$ cat config.mk
export PLATFORM = sky130hd
export DESIGN_NAME = mmio_hub
export DESIGN_NICKNAME = d
export VERILOG_FILES = /design/src/rtl/mmio_hub_pkg.sv /design/src/rtl/mmio_decode.sv /design/src/rtl/mmio_hub.sv
export SDC_FILE = /design/constraint.sdc
export NUM_CORES = 1
export LEC_CHECK = 0
export ABC_AREA = 1
export CORE_AREA = 2 2 172 174
export CTS_BUF_LIST = sky130_fd_sc_hd__clkbuf_8 sky130_fd_sc_hd__clkbuf_16
export DETAILED_ROUTE_END_ITERATION = 16
export DIE_AREA = 0 0 174 176
export PLACE_DENSITY = 0.67
export SETUP_SLACK_MARGIN = 0.3
export SLEW_MARGIN = 30
export SYNTH_ARGS = -nofsm -noshare
export SYNTH_HDL_FRONTEND = slang
export SYNTH_SLANG_ARGS = --single-unit
$ cat constraint.sdc
create_clock -name clk_i -period 3.2 [get_ports clk_i]
set_input_delay 0.32 -clock clk_i [delete_from_list [all_inputs] [get_ports clk_i]]
set_output_delay 0.32 -clock clk_i [all_outputs]
set_load 0.02 [all_outputs]
$ cat src/rtl/mmio_hub_pkg.sv
// ============================================================================
//  mmio_hub_pkg : shared types and constants for the MMIO interconnect hub
//  Revision     : 1.0
// ============================================================================
`default_nettype none

package mmio_hub_pkg;

  typedef enum logic [1:0] {
    IDLE = 2'd0,
    WAIT = 2'd1,
    RESP = 2'd2
  } state_e;

  localparam logic [3:0] CSR_OFF_ERR_COUNT = 4'h0;
  localparam logic [3:0] CSR_OFF_LAST_ERR  = 4'h4;
  localparam logic [3:0] CSR_OFF_STATUS    = 4'h8;

  localparam logic [1:0] ERR_KIND_DECODE  = 2'b01;
  localparam logic [1:0] ERR_KIND_TIMEOUT = 2'b10;

  localparam logic [31:0] DEF_CSR_BASE = 32'h1000_F000;
  localparam logic [31:0] CSR_WIN_MASK = 32'hFFFF_FFF0;

endpackage

`default_nettype wire

$ cat src/rtl/mmio_decode.sv
// ============================================================================
//  mmio_decode : combinational base/mask priority decoder (CSR window first,
//                then lowest-index matching slave)
//  Revision    : 1.0
// ============================================================================
`default_nettype none

module mmio_decode
  import mmio_hub_pkg::*;
#(
  parameter int                           N_SLAVES = 8,
  parameter int                           ADDR_W   = 32,
  parameter int                           IDX_W    = 3,
  parameter logic [N_SLAVES*ADDR_W-1:0]   SLV_BASE = '0,
  parameter logic [N_SLAVES*ADDR_W-1:0]   SLV_MASK = {N_SLAVES{32'hFFFF_F000}},
  parameter logic [ADDR_W-1:0]            CSR_BASE = ADDR_W'(DEF_CSR_BASE)
) (
  input  logic [ADDR_W-1:0] addr_i,
  output logic              hit_o,
  output logic [IDX_W-1:0]  idx_o,
  output logic              csr_hit_o
);

  assign csr_hit_o = ((addr_i & ADDR_W'(CSR_WIN_MASK)) == CSR_BASE);

  // Scan downwards so the lowest matching index is the one left standing.
  always_comb begin
    hit_o = 1'b0;
    idx_o = '0;
    for (int i = N_SLAVES - 1; i >= 0; i--) begin
      if ((addr_i & SLV_MASK[i*ADDR_W +: ADDR_W]) == SLV_BASE[i*ADDR_W +: ADDR_W]) begin
        hit_o = 1'b1;
        idx_o = IDX_W'(i);
      end
    end
  end

endmodule

`default_nettype wire

$ cat src/rtl/mmio_hub.sv
// ============================================================================
//  mmio_hub : single-outstanding MMIO interconnect with req/ack handshake,
//             bus-timeout watchdog and hub-owned error CSRs
//  Revision : 1.0
// ============================================================================
`default_nettype none

module mmio_hub
  import mmio_hub_pkg::*;
#(
  parameter int                           N_SLAVES = 8,
  parameter int                           ADDR_W   = 32,
  parameter int                           DATA_W   = 32,
  parameter logic [N_SLAVES*ADDR_W-1:0]   SLV_BASE = '0,
  parameter logic [N_SLAVES*ADDR_W-1:0]   SLV_MASK = {N_SLAVES{32'hFFFF_F000}},
  parameter logic [ADDR_W-1:0]            CSR_BASE = ADDR_W'(DEF_CSR_BASE),
  parameter int                           TIMEOUT  = 255
) (
  input  logic                         clk_i,
  input  logic                         rst_ni,
  input  logic                         cpu_req_i,
  input  logic                         cpu_we_i,
  input  logic [ADDR_W-1:0]            cpu_addr_i,
  input  logic [DATA_W-1:0]            cpu_wdata_i,
  output logic [DATA_W-1:0]            cpu_rdata_o,
  output logic                         cpu_ready_o,
  output logic                         cpu_err_o,
  output logic [N_SLAVES-1:0]          slv_sel_o,
  output logic                         slv_we_o,
  output logic [ADDR_W-1:0]            slv_addr_o,
  output logic [DATA_W-1:0]            slv_wdata_o,
  input  logic [N_SLAVES*DATA_W-1:0]   slv_rdata_i,
  input  logic [N_SLAVES-1:0]          slv_ack_i
);

  localparam int IDX_W = (N_SLAVES > 1) ? $clog2(N_SLAVES) : 1;
  localparam int CNT_W = 16;

  state_e                state_q, state_d;
  logic [IDX_W-1:0]      idx_q, idx_d;
  logic [ADDR_W-1:0]     addr_q, addr_d;
  logic [CNT_W-1:0]      cnt_q, cnt_d;
  logic [N_SLAVES-1:0]   sel_q, sel_d;
  logic                  we_q, we_d;
  logic [ADDR_W-1:0]     saddr_q, saddr_d;
  logic [DATA_W-1:0]     wdata_q, wdata_d;
  logic [DATA_W-1:0]     rdata_q, rdata_d;
  logic                  err_q, err_d;
  logic [DATA_W-1:0]     err_cnt_q, err_cnt_d;
  logic [ADDR_W-1:0]     err_addr_q, err_addr_d;
  logic [1:0]            status_q, status_d;

  logic                  dec_hit, dec_csr;
  logic [IDX_W-1:0]      dec_idx;
  logic                  log_en;
  logic [ADDR_W-1:0]     log_addr;
  logic [1:0]            log_kind;
  logic                  sel_ack;
  logic [DATA_W-1:0]     sel_rdata;

  mmio_decode #(
    .N_SLAVES (N_SLAVES),
    .ADDR_W   (ADDR_W),
    .IDX_W    (IDX_W),
    .SLV_BASE (SLV_BASE),
    .SLV_MASK (SLV_MASK),
    .CSR_BASE (CSR_BASE)
  ) u_decode (
    .addr_i    (cpu_addr_i),
    .hit_o     (dec_hit),
    .idx_o     (dec_idx),
    .csr_hit_o (dec_csr)
  );

  assign sel_ack   = slv_ack_i[idx_q];
  assign sel_rdata = slv_rdata_i[idx_q*DATA_W +: DATA_W];

  always_comb begin
    state_d    = state_q;
    idx_d      = idx_q;
    addr_d     = addr_q;
    cnt_d      = cnt_q;
    sel_d      = sel_q;
    we_d       = we_q;
    saddr_d    = saddr_q;
    wdata_d    = wdata_q;
    rdata_d    = rdata_q;
    err_d      = err_q;
    err_cnt_d  = err_cnt_q;
    err_addr_d = err_addr_q;
    status_d   = status_q;
    log_en     = 1'b0;
    log_addr   = cpu_addr_i;
    log_kind   = ERR_KIND_DECODE;

    case (state_q)
      IDLE: begin
        if (cpu_req_i) begin
          if (dec_csr) begin
            state_d = RESP;
            err_d   = 1'b0;
            rdata_d = '0;
            if (cpu_we_i) begin
              if (cpu_addr_i[3:0] == CSR_OFF_ERR_COUNT) err_cnt_d = '0;
            end else begin
              case (cpu_addr_i[3:0])
                CSR_OFF_ERR_COUNT: rdata_d = err_cnt_q;
                CSR_OFF_LAST_ERR:  rdata_d = DATA_W'(err_addr_q);
                CSR_OFF_STATUS:    rdata_d = DATA_W'(status_q);
                default:           rdata_d = '0;
              endcase
            end
          end else if (dec_hit) begin
            state_d        = WAIT;
            idx_d          = dec_idx;
            addr_d         = cpu_addr_i;
            we_d           = cpu_we_i;
            wdata_d        = cpu_wdata_i;
            saddr_d        = cpu_addr_i - SLV_BASE[dec_idx*ADDR_W +: ADDR_W];
            cnt_d          = '0;
            sel_d          = '0;
            sel_d[dec_idx] = 1'b1;
          end else begin
            state_d  = RESP;
            err_d    = 1'b1;
            rdata_d  = '0;
            log_en   = 1'b1;
            log_addr = cpu_addr_i;
            log_kind = ERR_KIND_DECODE;
          end
        end
      end
      WAIT: begin
        // An ack arriving on the expiry cycle still completes cleanly.
        if (sel_ack) begin
          state_d = RESP;
          err_d   = 1'b0;
          rdata_d = we_q ? '0 : sel_rdata;
          sel_d   = '0;
          we_d    = 1'b0;
        end else if (cnt_q == CNT_W'(TIMEOUT)) begin
          state_d  = RESP;
          err_d    = 1'b1;
          rdata_d  = '0;
          sel_d    = '0;
          we_d     = 1'b0;
          log_en   = 1'b1;
          log_addr = addr_q;
          log_kind = ERR_KIND_TIMEOUT;
        end else begin
          cnt_d = cnt_q + CNT_W'(1);
        end
      end
      RESP:    state_d = IDLE;
      default: state_d = IDLE;
    endcase

    if (log_en) begin
      if (err_cnt_q != '1) err_cnt_d = err_cnt_q + DATA_W'(1);
      err_addr_d = log_addr;
      status_d   = log_kind;
    end
  end

  always_ff @(posedge clk_i or negedge rst_ni) begin
    if (!rst_ni) begin
      state_q    <= IDLE;
      idx_q      <= '0;
      addr_q     <= '0;
      cnt_q      <= '0;
      sel_q      <= '0;
      we_q       <= 1'b0;
      saddr_q    <= '0;
      wdata_q    <= '0;
      rdata_q    <= '0;
      err_q      <= 1'b0;
      err_cnt_q  <= '0;
      err_addr_q <= '0;
      status_q   <= '0;
    end else begin
      state_q    <= state_d;
      idx_q      <= idx_d;
      addr_q     <= addr_d;
      cnt_q      <= cnt_d;
      sel_q      <= sel_d;
      we_q       <= we_d;
      saddr_q    <= saddr_d;
      wdata_q    <= wdata_d;
      rdata_q    <= rdata_d;
      err_q      <= err_d;
      err_cnt_q  <= err_cnt_d;
      err_addr_q <= err_addr_d;
      status_q   <= status_d;
    end
  end

  assign cpu_ready_o = (state_q == RESP);
  assign cpu_rdata_o = rdata_q;
  assign cpu_err_o   = err_q;
  assign slv_sel_o   = sel_q;
  assign slv_we_o    = we_q;
  assign slv_addr_o  = saddr_q;
  assign slv_wdata_o = wdata_q;

endmodule

`default_nettype wire

---- Word level (Yosys, flattened, before mapping) ----
Cells that the tools add are included.
cells by class
  bitwise operators ....................... 1
  equal/unequal tests ..................... 14
  add/subtract/negate cells ............... 2
  reductions and logical operators ........ 9
  muxes and demuxes ....................... 59
operators with widths
  cell                                                    count
  2-to-1 mux 32 bit                                       17
  one-hot mux 32 bit (3 select lines)                     1
  2-to-1 mux 16 bit                                       5
  one-hot mux 32 bit (2 select lines)                     1
  2-to-1 mux 8 bit                                        5
  adder 32 x 1 -> 32 bit (second input constant)          1
  logical NOT 32 bit                                      1
  inequality test 32 bit (second input constant)          1
  one-hot mux 16 bit (2 select lines)                     1
  equality test 28 x 25 -> 1 bit (second input constant)  1
  adder 16 x 1 -> 16 bit (second input constant)          1
  equality test 16 x 8 -> 1 bit (second input constant)   1
  2-to-1 mux 1 bit                                        16
  2-to-1 mux 2 bit                                        8
  one-hot mux 8 bit (2 select lines)                      1
  inequality test 2 bit (second input constant)           5
  AND reduction 4 bit                                     2
  inequality test 3 bit (second input constant)           2
  one-hot mux 1 bit (2 select lines)                      3
  AND reduction 6 bit                                     1
  AND reduction 5 bit                                     1
  equality test 4 x 3 -> 1 bit (second input constant)    1
  equality test 4 bit (second input constant)             1
  logical NOT 4 bit                                       1
  7 further kinds                                         7
word-level totals
  input port bits ......................... 332
  output and inout bits ................... 107
  bits in registers ....................... 190

---- Longest topological paths before layout ----
Gate-level depths: netlist of the first run.
  depth after elaboration ................. 8
  mapped depth ............................ 13

---- Cells and area by module ----
Synthesis of the first run repeated with hierarchy kept, for this count alone.
unflattened totals
  cell total of the unflattened synthesis .. 2362
  area total of the unflattened synthesis .. 14537.7 µm²
modules (own cells, without submodules)
  module       sequential area each (µm²)  cells each  instances  area an instance (µm²)
  mmio_hub     5555.3                      2319        1          14357.5
  mmio_decode  0.0                         43          1          180.2

---- Least setup slack after synthesis of the first run ----
OpenSTA, ideal clock, no wires.
  path kind ............................... reg-to-reg
  from .................................... register cnt_q[0]
  to ...................................... register err_cnt_q[16]
  arrival time ............................ 1.697 ns
  library setup time ...................... 0.118 ns
  buffers on the path ..................... 2
  data required time ...................... 3.082 ns
  stages on the path, launching flop included .. 13
  period minus slack after synthesis ...... 1.814 ns
  setup slack ............................. 1.386 ns
  path through ............................ dfrtp_1 > ha_1 > nand3_2 > nor2_4 > nand2_2 > nand2_4 > nand3_4 > nor2_8 > nand3_2 > buf_6 > buf_8 > nand3_2 > nand2_1
between the ends
  longest elaborated chain between the ends .. 5
ends and longest elaborated chain
  element                             line             source
  start, declared                     mmio_hub.sv:42   logic [CNT_W-1:0] cnt_q, cnt_d;
  start signal, assigned              mmio_hub.sv:184  cnt_q <= cnt_d;
  equality test 16 x 8 -> 1 bit       mmio_hub.sv:141  end else if (cnt_q == CNT_W'(TIMEOUT)) begin
  2-to-1 mux 1 bit                    mmio_hub.sv:141
  2-to-1 mux 1 bit                    mmio_hub.sv:135  if (sel_ack) begin
  one-hot mux 1 bit (2 select lines)  mmio_hub.sv:96   case (state_q)
  2-to-1 mux 32 bit                   mmio_hub.sv:158  if (log_en) begin
  net err_cnt_d[16]                   mmio_hub.sv:49   logic [DATA_W-1:0] err_cnt_q, err_cnt_d;
  end signal, assigned                mmio_hub.sv:191  err_cnt_q <= err_cnt_d;
  end, declared                       mmio_hub.sv:49
The timed path passes the listed nets, and every way through them passes these cells.
A chain may end at the register's enable or synchronous reset.

---- Final worst setup path of the first run ----
  from .................................... register cnt_q[0]
  to ...................................... register err_addr_q[6]
between the ends
  longest elaborated chain between the ends .. 4
  elaborated cells between the ends (all ways) .. 7
  classes of those cells .................. eq/ne (1); mux (6)
ends and longest elaborated chain
  element                                                                  line             source
  equality test 16 x 8 -> 1 bit *                                          mmio_hub.sv:141
  2-to-1 mux 1 bit or 2-to-1 mux 32 bit (tied branches)                    mmio_hub.sv:141
  2-to-1 mux 1 bit or 2-to-1 mux 32 bit (tied branches)                    mmio_hub.sv:135
  one-hot mux 1 bit (2 select lines) or 2-to-1 mux 32 bit (tied branches)  -
  end signal, assigned                                                     mmio_hub.sv:192  err_addr_q <= err_addr_d;
  end, declared                                                            mmio_hub.sv:50   logic [ADDR_W-1:0] err_addr_q, err_addr_d;
Mark *: on every way between the ends. The rest lies on a longest branch, timed or not.

==> run_summary.xml, run 1 <==
<?xml version="1.0" encoding="UTF-8"?>
<metrics>
  <group name="timing">
    <metric name="fin_crit_sh" unit="">0.716</metric>
    <metric name="max_slew.worst_pin.slew" unit="ns">0.969</metric>
    <metric name="finalHoldViolations" unit="">0</metric>
    <metric name="finalSetupTns" unit="ns">0</metric>
    <metric name="normalized_max_slew_margin" unit="">0.348</metric>
    <metric name="post-route-min-period" unit="ns">2.29</metric>
    <metric name="max_slew_violation_total_from_the_final_report" unit="">0</metric>
    <metric name="timing.final.setup_violations" unit="">0</metric>
    <metric name="achievable-frequency" unit="MHz">436</metric>
    <metric name="rsz0062_at_grt" unit="">false</metric>
    <metric name="timing.clock.skew" unit="ns">0.0107</metric>
  </group>
  <group name="layout">
    <metric name="finish.utilization" unit="">0.444</metric>
    <metric name="layout_commonest_cell" unit="">sky130_fd_sc_hd__nand2_1</metric>
    <metric name="final_nets" unit="">1838</metric>
    <metric name="final_cells" unit="">1899</metric>
    <metric name="final_layout_size_suffix_gt1_frac" unit="">0.0594</metric>
    <metric name="area_growth" unit="%">30.6</metric>
    <metric name="antenna_cells_inserted" unit="">0</metric>
    <metric name="layout_common_cells" unit="">sky130_fd_sc_hd__nand2_1, sky130_fd_sc_hd__clkdlybuf4s50_1, sky130_fd_sc_hd__dfrtp_1</metric>
  </group>
  <group name="worst_setup_path">
    <metric name="r2r_setup_slack" unit="ns">0.91</metric>
    <metric name="rr_worst_depth" unit="">10</metric>
    <metric name="worst-endpoint-required" unit="ns">3.50</metric>
    <metric name="critPathKind" unit="">reg -&gt; reg</metric>
    <metric name="critPathLaunchType" unit="">flip-flop</metric>
    <metric name="worst_setup_path_end_kind" unit="">flip-flop</metric>
    <metric name="worstPathMaxFanout" unit="">23</metric>
    <metric name="r2r_end" unit="">err_addr_q[6]</metric>
    <metric name="worstPathArrival" unit="ns">2.59</metric>
    <metric name="r2r_start" unit="">cnt_q[0]</metric>
  </group>
  <group name="global_routing">
    <metric name="first_global_vias" unit="">8750</metric>
    <metric name="globalRouteTotalUtil" unit="">0.192</metric>
    <metric name="grt_antenna_before_repair" unit="">0</metric>
    <metric name="grt_overflow_total" unit="">0</metric>
    <metric name="grt_start_max_net_pins" unit="">75</metric>
    <metric name="grt_pass1_wl" unit="µm">46700</metric>
  </group>
  <group name="pwr">
    <metric name="pwr_density_cell" unit="nW/µm²">482</metric>
    <metric name="pwr-share-seq" unit="">0.435</metric>
    <metric name="power.static_leakage" unit="nW">6.21</metric>
    <metric name="power.share.switching" unit="">0.309</metric>
    <metric name="totalPowerFinal" unit="mW">6.11</metric>
    <metric name="switching_power" unit="mW">1.89</metric>
    <metric name="power.ir.vdd_worst" unit="µV">380</metric>
    <metric name="clock_power_share" unit="">0.359</metric>
    <metric name="internal_power" unit="mW">4.22</metric>
    <metric name="proportion_of_power_drawn_by_combinational_gates" unit="">0.207</metric>
  </group>
  <group name="clock_tree">
    <metric name="max-clock-path-buffers" unit="">2</metric>
    <metric name="tritoncts" unit="">built</metric>
    <metric name="cts_max_level" unit="">4</metric>
    <metric name="post-cts-setup-buffers" unit="">0</metric>
    <metric name="number_of_sinks_handled_by_clock_tree_synthesis" unit="">183</metric>
    <metric name="cts.root.buffer_cell" unit="">sky130_fd_sc_hd__clkbuf_16</metric>
    <metric name="path_clk_slew" unit="ns">0.07</metric>
    <metric name="cts_made_buffers" unit="">17</metric>
    <metric name="worst_skew_pair.late_latency" unit="ns">0.43</metric>
  </group>
  <group name="floorplan">
    <metric name="io-pin-count" unit="">439</metric>
    <metric name="row_count" unit="">62</metric>
    <metric name="start_util" unit="">0.340</metric>
    <metric name="die_w" unit="µm">174</metric>
    <metric name="dieHeight" unit="µm">176</metric>
    <metric name="floorplan.die_area" unit="µm²">30600</metric>
    <metric name="fp.coreArea" unit="µm²">28500</metric>
  </group>
  <group name="detailed_routing">
    <metric name="routed_wire_length_per_instance" unit="µm">15.3</metric>
    <metric name="postRouteWirelength" unit="µm">29100</metric>
    <metric name="route.detailed.vias_per_inst" unit="">4.63</metric>
    <metric name="final_antenna_net_count" unit="">0</metric>
    <metric name="first_drt_iteration_drcs" unit="">483</metric>
    <metric name="route.detailed.drc" unit="">0</metric>
    <metric name="dr.pass1.iters" unit="">5</metric>
    <metric name="dr_total_vias" unit="">8800</metric>
  </group>
  <group name="placement">
    <metric name="dp_hpwl" unit="µm">21700</metric>
    <metric name="post_place_cells" unit="">1868</metric>
    <metric name="placement.io_buffers" unit="">200</metric>
    <metric name="gp_congestion" unit="">0.896</metric>
  </group>
  <group name="min_path">
    <metric name="hp-start" unit="">cpu_wdata_i[12]</metric>
    <metric name="hold_path_end" unit="">slv_wdata_o[12]</metric>
    <metric name="worstHoldPathType" unit="">in -&gt; reg</metric>
    <metric name="cells_on_worst_hold_path" unit="">3</metric>
  </group>
  <group name="yosys">
    <metric name="synth.cell_area" unit="µm²">9710</metric>
    <metric name="synth_edf_count" unit="">0</metric>
    <metric name="synthDistinctLibCells" unit="">33</metric>
    <metric name="ys_seq_area_frac" unit="">0.472</metric>
    <metric name="syn-instance-count" unit="">1319</metric>
    <metric name="synth_ff_type" unit="">sky130_fd_sc_hd__dfrtp_1</metric>
    <metric name="postSynthAreaPerCell" unit="µm²">7.36</metric>
    <metric name="number_of_warnings_printed_during_yosys_synthesis" unit="">0</metric>
    <metric name="asyncSetResetFlopFracSynth" unit="">1.00</metric>
    <metric name="number_of_flip_flops_and_latches_in_the_synthesized_netlist" unit="">183</metric>
  </group>
  <group name="run_status">
    <metric name="run_status" unit="">complete, no violations</metric>
  </group>
  <group name="job">
    <metric name="number_of_maximum_capacitance_violations" unit="">0</metric>
  </group>
</metrics>
[kinds of logic after synthesis]
| family | synth area share |
|---|---|
| xor gates and xnor gates | 0.0370 |
| other | 0.000386 |
| buffers and inverters | 0.0914 |
| AOI/OAI and AO/OA | 0.0700 |
| adders and majority gates | 0.00258 |
| DFF | 0.472 |
| and+or+nand+nor | 0.327 |
[synth_stat cells (all sizes together) (14+ instances only)]
cell type / instances / area share
buf: 42 / 0.027
clkbuf: 22 / 0.0086
dfrtp: 183 / 0.47
inv: 143 / 0.055
nand2: 541 / 0.21
nand3: 71 / 0.046
nand4: 14 / 0.0090
nor2: 107 / 0.048
nor3: 22 / 0.011
o21ai: 92 / 0.048
o22ai: 32 / 0.021
xor2: 37 / 0.033
[registers in the layout, indices dropped and copies added, names as in the netlist]
signal,count
cnt_q,16
cpu_rdata_o,32
slv_wdata_o,32
slv_addr_o,32
cpu_err_o,1
slv_sel_o,1
err_cnt_q,32
status_q,2
err_addr_q,32
state_q,2
slv_we_o,1
[power groups by stage]
| stage | Sequential (mW) | Clock (mW) | Combinational, mW |
|---|---|---|---|
| after floorplan | 2.70 | 0 | 0.793 |
| after global placement | 2.69 | 0 | 1.24 |
| after detailed placement | 2.70 | 0 | 1.26 |
| after CTS | 2.66 | 2.24 | 1.27 |
| after global routing | 2.69 | 2.33 | 1.40 |
| final | 2.66 | 2.19 | 1.26 |
[what timing repair did]
item / CTS / global route
resized for setup: 0 / 0
hold endpoints to repair: 70 / 0
hold buffers: 1 / 0
[per-layer routing]
metal	track usage	share of wire	vias up
li1	-	-	4430
met1	0.240	0.43	4080
met2	0.319	0.48	251
met3	0.0549	0.067	39
met4	0.0630	0.024	0
met5	0	0	-
[through the flow]
stage / instance area (µm²) / setup slack [ns] / hold slack [ns]
floorplan: 9730 / 1.39 / 0.0244
global placement: 12100 / 0.485 / 0.404
detailed placement: 12100 / 0.475 / 0.405
CTS: 12700 / 0.928 / 0.397
global route: 12700 / 0.704 / 0.412
finish: 12700 / 0.908 / 0.416
[worst max-delay path by stage]
stage / start / to / cells past startpoint
floorplan: cnt_q[0] / err_cnt_q[16] / 12
global placement: cpu_addr_i[21] / slv_addr_o[9] / 11
detailed placement: cpu_addr_i[21] / slv_addr_o[1] / 11
CTS: cnt_q[0] / err_addr_q[6] / 10
global route: cnt_q[0] / err_addr_q[6] / 10
finish: cnt_q[0] / err_addr_q[6] / 10
[critical path, cell delays in order, from the launching register on]
cell	delay [ns]
sky130_fd_sc_hd__dfrtp_1	0.42
sky130_fd_sc_hd__ha_1	0.23
sky130_fd_sc_hd__nand3_2	0.16
sky130_fd_sc_hd__nor2_4	0.16
sky130_fd_sc_hd__nand2_2	0.10
sky130_fd_sc_hd__inv_1	0.09
sky130_fd_sc_hd__nand2_2	0.09
sky130_fd_sc_hd__inv_1	0.50
sky130_fd_sc_hd__o21ai_0	0.21
sky130_fd_sc_hd__nand2_1	0.11
sky130_fd_sc_hd__o21ai_0	0.08
[cell type report]
| cell class | count | area [µm²] |
|---|---|---|
| fillers | 2913 | 15900 |
| flip-flops and latches | 183 | 4580 |
| multi-input cells | 935 | 4270 |
| repair buffers | 224 | 2210 |
| inverters | 143 | 537 |
| clock buffers | 22 | 494 |
| well taps | 384 | 480 |
| clock inverters | 8 | 113 |
No activity file was read; power rests on OpenSTA's default activity.
==> run 2: changes to the inputs <==
- CORE_AREA: 2 2 172 174 -> 2 2 168 170
- DIE_AREA: 0 0 174 176 -> 0 0 170 172
- PLACE_DENSITY: 0.67 -> 0.73
- clock period: 3.2 -> 2.1 ns (I/O delays scaled with it)
==> run 2 against run 1 <==
  * Design area is 11% higher
  * Via count is 8.1% higher
  * Power is 71% higher
  * Clock power is 52% higher
  * Count of clock-buffer cells in the layout is 5 lower
  * Highest routed layer unchanged
==> run_summary.xml, run 2 (same netlist as run 1, synthesis figures left out) <==
<?xml version="1.0" encoding="UTF-8"?>
<metrics>
  <group name="layout">
    <metric name="antenna_cells_inserted" unit="">0</metric>
    <metric name="final_nets" unit="">1905</metric>
    <metric name="multi_input_comb_area" unit="µm²">4620</metric>
    <metric name="final_layout_size_suffix_gt1_frac" unit="">0.142</metric>
    <metric name="layout.filler_cells" unit="">2529</metric>
    <metric name="final-seq-area" unit="µm²">4580</metric>
    <metric name="final_cells" unit="">1929</metric>
    <metric name="finish.instance_area" unit="µm²">14000</metric>
    <metric name="area_growth" unit="%">44.4</metric>
    <metric name="layout_commonest_cell" unit="">sky130_fd_sc_hd__nand2_1</metric>
    <metric name="layout_common_cells" unit="">sky130_fd_sc_hd__nand2_1, sky130_fd_sc_hd__clkdlybuf4s50_1, sky130_fd_sc_hd__dfrtp_1</metric>
  </group>
  <group name="clock_tree">
    <metric name="max-clock-path-buffers" unit="">2</metric>
    <metric name="number_of_sinks_handled_by_clock_tree_synthesis" unit="">183</metric>
    <metric name="cts_made_buffers" unit="">17</metric>
    <metric name="tritoncts" unit="">built</metric>
    <metric name="cts.root.buffer_cell" unit="">sky130_fd_sc_hd__clkbuf_16</metric>
    <metric name="path_clk_slew" unit="ns">0.07</metric>
    <metric name="cts_max_level" unit="">4</metric>
    <metric name="worst_skew_pair.late_latency" unit="ns">0.44</metric>
  </group>
  <group name="floorplan">
    <metric name="dieHeight" unit="µm">172</metric>
    <metric name="row_count" unit="">61</metric>
    <metric name="start_util" unit="">0.353</metric>
    <metric name="die_w" unit="µm">170</metric>
    <metric name="fp.coreArea" unit="µm²">27500</metric>
    <metric name="io-pin-count" unit="">439</metric>
    <metric name="floorplan.die_area" unit="µm²">29200</metric>
  </group>
  <group name="timing">
    <metric name="achievable-frequency" unit="MHz">535</metric>
    <metric name="fin_crit_sh" unit="">0.891</metric>
    <metric name="post-route-min-period" unit="ns">1.87</metric>
    <metric name="timing.clock.skew" unit="ns">0.00943</metric>
    <metric name="max_slew_violation_total_from_the_final_report" unit="">0</metric>
    <metric name="finalSetupTns" unit="ns">0</metric>
    <metric name="finalHoldViolations" unit="">0</metric>
    <metric name="timing.final.setup_violations" unit="">0</metric>
    <metric name="hold_ws" unit="ns">0.290</metric>
    <metric name="rsz0062_at_grt" unit="">true</metric>
  </group>
  <group name="placement">
    <metric name="dpl-instance-area" unit="µm²">12500</metric>
    <metric name="post_place_cells" unit="">1862</metric>
    <metric name="dp_hpwl" unit="µm">21300</metric>
    <metric name="gp_congestion" unit="">0.936</metric>
    <metric name="placement.io_buffers" unit="">200</metric>
  </group>
  <group name="detailed_routing">
    <metric name="final_antenna_net_count" unit="">0</metric>
    <metric name="first_drt_iteration_drcs" unit="">831</metric>
    <metric name="dr.pass1.iters" unit="">7</metric>
    <metric name="route.detailed.drc" unit="">0</metric>
    <metric name="route.detailed.vias_per_inst" unit="">4.93</metric>
    <metric name="routed_wire_length_per_instance" unit="µm">16.2</metric>
    <metric name="dr_total_vias" unit="">9510</metric>
    <metric name="postRouteWirelength" unit="µm">31200</metric>
  </group>
  <group name="worst_setup_path">
    <metric name="critPathKind" unit="">reg -&gt; reg</metric>
    <metric name="crit_slowest_cell" unit="">sky130_fd_sc_hd__dfrtp_1</metric>
    <metric name="critPathLaunchType" unit="">flip-flop</metric>
    <metric name="worst-path-stages" unit="">12</metric>
    <metric name="rr_worst_depth" unit="">12</metric>
    <metric name="critical-path-top-delay-family" unit="">simple AND/OR/NAND/NOR gates</metric>
    <metric name="crit_buf_inv" unit="">3</metric>
    <metric name="worstPathArrival" unit="ns">2.20</metric>
    <metric name="crit_chain" unit="">ha_4 -&gt; nand3_4 -&gt; nor2_4 -&gt; nand2_4 -&gt; nand2_4 -&gt; nand3_4 -&gt; nor2_8 -&gt; buf_12 -&gt; inv_16 -&gt; clkbuf_16 -&gt; nand2_4 -&gt; nand2_1</metric>
    <metric name="crit_path_frequent_cell" unit="">sky130_fd_sc_hd__nand2_4</metric>
    <metric name="worst-endpoint-required" unit="ns">2.43</metric>
    <metric name="worstPathMaxFanout" unit="">6</metric>
    <metric name="worst_setup_path_end_kind" unit="">flip-flop</metric>
    <metric name="timing.critical_path.slowest_cell_delay" unit="ns">0.41</metric>
  </group>
  <group name="pwr">
    <metric name="clock_power_share" unit="">0.318</metric>
    <metric name="internal_power" unit="mW">7.10</metric>
    <metric name="pwr-share-seq" unit="">0.388</metric>
    <metric name="totalPowerFinal" unit="mW">10.5</metric>
    <metric name="power.share.switching" unit="">0.321</metric>
    <metric name="power.ir.vdd_worst" unit="µV">648</metric>
    <metric name="pwr_density_cell" unit="nW/µm²">747</metric>
    <metric name="proportion_of_power_drawn_by_combinational_gates" unit="">0.294</metric>
    <metric name="switching_power" unit="mW">3.36</metric>
    <metric name="power.static_leakage" unit="nW">6.89</metric>
  </group>
  <group name="global_routing">
    <metric name="grt_overflow_total" unit="">0</metric>
    <metric name="first_global_vias" unit="">9004</metric>
    <metric name="grt_antenna_before_repair" unit="">0</metric>
    <metric name="grt_start_max_net_pins" unit="">53</metric>
    <metric name="grt_pass1_wl" unit="µm">46200</metric>
    <metric name="globalRouteTotalUtil" unit="">0.202</metric>
  </group>
  <group name="run_status">
    <metric name="run_status" unit="">complete, no violations</metric>
  </group>
  <group name="min_path">
    <metric name="cells_on_worst_hold_path" unit="">5</metric>
    <metric name="worstHoldPathType" unit="">in -&gt; reg</metric>
  </group>
  <group name="job">
    <metric name="number_of_maximum_capacitance_violations" unit="">0</metric>
  </group>
</metrics>
[run 2: cell count changes in the layout (fill, tap and decap cells not counted), moves of 11 or more]
cell and change:
sky130_fd_sc_hd__buf_12 +22, sky130_fd_sc_hd__o21ai_1 +11, sky130_fd_sc_hd__nor2_2 +11, sky130_fd_sc_hd__nand2_2 +19
sky130_fd_sc_hd__nand2_1 -37, sky130_fd_sc_hd__nand2_4 +17, sky130_fd_sc_hd__buf_4 +25, sky130_fd_sc_hd__nor2_1 -13
sky130_fd_sc_hd__o21ai_0 -14
[run 2: layer usage]
metal	wire length, µm	global-route usage	vias up	part of all wire
li1	-	-	4575	-
met1	12400	0.248	4487	0.40
met2	15400	0.350	375	0.49
met3	2410	0.0510	73	0.077
met4	1000	0.0595	0	0.032
met5	0	0	-	0
[run 2: worst register-to-register path, cell delays in order (launching register included)]
cell                        delay, ns
sky130_fd_sc_hd__dfrtp_1         0.41
sky130_fd_sc_hd__ha_4            0.18
sky130_fd_sc_hd__nand3_4         0.11
sky130_fd_sc_hd__nor2_4          0.17
sky130_fd_sc_hd__nand2_4         0.09
sky130_fd_sc_hd__nand2_4         0.10
sky130_fd_sc_hd__nand3_4         0.09
sky130_fd_sc_hd__nor2_8          0.14
sky130_fd_sc_hd__buf_12          0.15
sky130_fd_sc_hd__inv_16          0.06
sky130_fd_sc_hd__clkbuf_16       0.17
sky130_fd_sc_hd__nand2_4         0.06
sky130_fd_sc_hd__nand2_1         0.04
[run 2: power by group through the flow]
stage	Clock [mW]	Sequential, mW	Combinational (mW)
global placement	0	4.10	2.16
CTS	3.39	4.04	2.32
detailed placement	0	4.12	2.20
floorplan	0	4.12	1.21
global route	3.52	4.10	3.25
finish	3.32	4.06	3.08
[run 2: what timing repair did]
action,4_1_cts,5_1_grt
hold buffers,1,0
endpoints found under the setup margin,115,114
gates cloned,1,13
hold endpoints to repair,49,0
gates resized for setup,25,114
buffers inserted,7,14
pin swaps,2,23
[run 2: area by class of cell]
class | count | area share
Inverter | 143 | 0.0403
Timing Repair Buffer | 290 | 0.230
Multi-Input combinational cell | 936 | 0.329
Sequential cell | 183 | 0.327
Tap cell | 346 | 0.0309
Clock inverter | 14 | 0.0124
Clock buffer | 17 | 0.0303
[run 2: path summary, 6_finish.rpt]
check	from	endpoint	slack (ns)
hold reg to reg	slv_wdata_o[4]	slv_wdata_o[4]	0.47
setup / recovery	cnt_q[1]	cpu_rdata_o[1]	0.23
min in group asynchronous	rst_ni	cpu_rdata_o[27]	0.34
setup reg to reg	cnt_q[1]	cpu_rdata_o[1]	0.23
max in group asynchronous	rst_ni	err_cnt_q[17]	1.08
hold / removal	cpu_addr_i[12]	err_addr_q[12]	0.29
[run 2: per-stage QoR]
stage / util / setup slack (ns)
4_1_cts: 0.482 / 0.299
5_1_grt: 0.510 / 0.163
3_3_place_gp: 0.454 / -0.0560
3_5_place_dp: 0.454 / -0.129
2_1_floorplan: - / 0.313
6_report: 0.510 / 0.229
==> run 3: changes to the inputs <==
- CORE_AREA: 2 2 168 170 -> 2 2 172 174
- DIE_AREA: 0 0 170 172 -> 0 0 174 176
- PLACE_DENSITY: 0.73 -> 0.67
- SLEW_MARGIN: 30 -> 20
- clock period: 2.1 -> 2.2 ns (I/O delays scaled with it)
==> run 3 against run 2 <==
  * Sequential power shrank 5%
  * Design area shrank 4.8%
  * Routed wire length shrank 4.1%
==> run_summary.xml, run 3 (same netlist as run 1, synthesis figures left out) <==
<?xml version="1.0" encoding="UTF-8"?>
<metrics>
  <group name="run_status">
    <metric name="run_status" unit="">complete, no violations</metric>
  </group>
  <group name="floorplan">
    <metric name="floorplan.die_area" unit="µm²">30600</metric>
    <metric name="start_util" unit="">0.340</metric>
    <metric name="io-pin-count" unit="">439</metric>
    <metric name="die_w" unit="µm">174</metric>
    <metric name="dieHeight" unit="µm">176</metric>
    <metric name="row_count" unit="">62</metric>
    <metric name="fp.coreArea" unit="µm²">28500</metric>
  </group>
  <group name="min_path">
    <metric name="worstHoldPathType" unit="">in -&gt; reg</metric>
  </group>
  <group name="placement">
    <metric name="placement.io_buffers" unit="">200</metric>
    <metric name="gp_congestion" unit="">0.935</metric>
    <metric name="dp_hpwl" unit="µm">22100</metric>
  </group>
  <group name="detailed_routing">
    <metric name="dr_total_vias" unit="">9222</metric>
    <metric name="route.detailed.vias_per_inst" unit="">4.74</metric>
    <metric name="postRouteWirelength" unit="µm">29900</metric>
    <metric name="dr.pass1.iters" unit="">5</metric>
    <metric name="final_antenna_net_count" unit="">0</metric>
    <metric name="route.detailed.drc" unit="">0</metric>
    <metric name="routed_wire_length_per_instance" unit="µm">15.4</metric>
    <metric name="first_drt_iteration_drcs" unit="">543</metric>
  </group>
  <group name="layout">
    <metric name="antenna_cells_inserted" unit="">0</metric>
    <metric name="final_nets" unit="">1881</metric>
    <metric name="layout_common_cells" unit="">sky130_fd_sc_hd__nand2_1, sky130_fd_sc_hd__clkdlybuf4s50_1, sky130_fd_sc_hd__dfrtp_1</metric>
    <metric name="final_layout_size_suffix_gt1_frac" unit="">0.101</metric>
    <metric name="finish.utilization" unit="">0.467</metric>
    <metric name="area_growth" unit="%">37.4</metric>
    <metric name="layout_commonest_cell" unit="">sky130_fd_sc_hd__nand2_1</metric>
  </group>
  <group name="pwr">
    <metric name="power.static_leakage" unit="nW">6.54</metric>
    <metric name="pwr-share-seq" unit="">0.418</metric>
    <metric name="switching_power" unit="mW">2.88</metric>
    <metric name="pwr_density_cell" unit="nW/µm²">694</metric>
    <metric name="internal_power" unit="mW">6.37</metric>
    <metric name="clock_power_share" unit="">0.346</metric>
    <metric name="power.ir.vdd_worst" unit="µV">610</metric>
    <metric name="proportion_of_power_drawn_by_combinational_gates" unit="">0.237</metric>
    <metric name="totalPowerFinal" unit="mW">9.26</metric>
    <metric name="power.share.switching" unit="">0.311</metric>
  </group>
  <group name="timing">
    <metric name="fin_crit_sh" unit="">0.843</metric>
    <metric name="post-route-min-period" unit="ns">1.85</metric>
    <metric name="rsz0062_at_grt" unit="">false</metric>
    <metric name="finalHoldViolations" unit="">0</metric>
    <metric name="timing.clock.skew" unit="ns">0.0102</metric>
    <metric name="normalized_max_slew_margin" unit="">0.653</metric>
    <metric name="timing.final.setup_violations" unit="">0</metric>
    <metric name="finalSetupTns" unit="ns">0</metric>
    <metric name="achievable-frequency" unit="MHz">539</metric>
    <metric name="max_slew.worst_pin.slew" unit="ns">0.521</metric>
    <metric name="max_slew_violation_total_from_the_final_report" unit="">0</metric>
  </group>
  <group name="worst_setup_path">
    <metric name="critPathKind" unit="">reg -&gt; reg</metric>
    <metric name="worstPathMaxFanout" unit="">21</metric>
    <metric name="worst-endpoint-required" unit="ns">2.52</metric>
    <metric name="worstPathArrival" unit="ns">2.18</metric>
    <metric name="r2r_setup_slack" unit="ns">0.35</metric>
    <metric name="critPathLaunchType" unit="">flip-flop</metric>
    <metric name="worst_setup_path_end_kind" unit="">flip-flop</metric>
  </group>
  <group name="global_routing">
    <metric name="grt_overflow_total" unit="">0</metric>
    <metric name="first_global_vias" unit="">9009</metric>
    <metric name="grt_pass1_wl" unit="µm">47200</metric>
    <metric name="grt_start_max_net_pins" unit="">68</metric>
    <metric name="grt_antenna_before_repair" unit="">0</metric>
    <metric name="globalRouteTotalUtil" unit="">0.193</metric>
  </group>
  <group name="clock_tree">
    <metric name="number_of_sinks_handled_by_clock_tree_synthesis" unit="">183</metric>
    <metric name="path_clk_slew" unit="ns">0.07</metric>
    <metric name="tritoncts" unit="">built</metric>
    <metric name="max-clock-path-buffers" unit="">2</metric>
    <metric name="cts.root.buffer_cell" unit="">sky130_fd_sc_hd__clkbuf_16</metric>
    <metric name="worst_skew_pair.late_latency" unit="ns">0.44</metric>
    <metric name="cts_made_buffers" unit="">17</metric>
    <metric name="cts_max_level" unit="">4</metric>
  </group>
  <group name="job">
    <metric name="number_of_maximum_capacitance_violations" unit="">0</metric>
  </group>
</metrics>
==> run 3: cell types whose count changed in the layout (fill, tap and decap cells not counted), moves of 4 or more <==
cell                        change
sky130_fd_sc_hd__o21ai_1        -4
sky130_fd_sc_hd__clkbuf_16      -8
sky130_fd_sc_hd__nor2_1         +7
sky130_fd_sc_hd__nand2_1       +33
sky130_fd_sc_hd__nand2_2       -17
sky130_fd_sc_hd__o21ai_0        +6
sky130_fd_sc_hd__nand2_4       -15
sky130_fd_sc_hd__nor2_2         -6
sky130_fd_sc_hd__buf_12         -8
==> run 3: power groups by stage <==
stage	logic, mW	clock network [mW]	registers (mW)
CTS	2.09	3.24	3.87
floorplan	1.15	0	3.93
detailed placement	2.09	0	3.93
global route	2.42	3.39	3.91
finish	2.19	3.20	3.87
global placement	2.06	0	3.92
==> run 3: area by class of cell <==
type | count | area (µm²)
Timing Repair Buffer | 267 | 2760
Fill cell | 2842 | 15200
Tap cell | 384 | 480
Multi-Input combinational cell | 935 | 4380
Clock buffer | 17 | 425
Inverter | 143 | 544
Sequential cell | 183 | 4590
Clock inverter | 15 | 176
==> run 3: stage by stage <==
step	setup WS [ns]	cells	hold WS (ns)	instance area [µm²]
2_1_floorplan	0.386	1325	-0.0756	9730
3_3_place_gp	0.0256	1892	0.215	12400
3_5_place_dp	-0.00471	1892	0.219	12400
4_1_cts	0.300	1926	0.297	13000
5_1_grt	0.256	1944	0.313	13300
6_report	0.345	1944	0.311	13300
==> run 3: repair_timing <==
action                                  in CTS  in global routing
gates cloned                                 0                  2
hold buffers                                 1                  0
buffers inserted                             1                 16
pin swaps                                    0                  6
endpoints found under the setup margin      81                112
endpoints found under the hold margin       49                  0
gates resized for setup                     13                 39
==> run 3: final timing paths <==
| kind | cells after the start | from | endpoint |
|---|---|---|---|
| setup reg to reg | 9 | err_cnt_q[0] | err_cnt_q[4] |
| hold reg to reg | 2 | slv_wdata_o[12] | slv_wdata_o[12] |
| max in group asynchronous | 3 | rst_ni | cnt_q[11] |
| setup / recovery | 9 | err_cnt_q[0] | err_cnt_q[4] |
| min in group asynchronous | 2 | rst_ni | cpu_err_o |
| hold / removal | 3 | cpu_wdata_i[5] | slv_wdata_o[5] |
==> run 3: worst max-delay path: stages, from the launching register on <==
cell and delay [ns]:
sky130_fd_sc_hd__dfrtp_1 0.37, sky130_fd_sc_hd__ha_2 0.22, sky130_fd_sc_hd__nand3_4 0.11, sky130_fd_sc_hd__nor2_4 0.20, sky130_fd_sc_hd__nand3_2 0.11, sky130_fd_sc_hd__nor2_4 0.13
sky130_fd_sc_hd__nand3_2 0.14, sky130_fd_sc_hd__buf_4 0.26, sky130_fd_sc_hd__nand3_1 0.12, sky130_fd_sc_hd__nand2_1 0.07
==> run 3: layer usage <==
layer,GRT usage,vias up,part of all wire
li1,-,4529,-
met1,0.235,4347,0.41
met2,0.335,299,0.49
met3,0.0547,47,0.072
met4,0.0543,0,0.022
met5,0,-,0
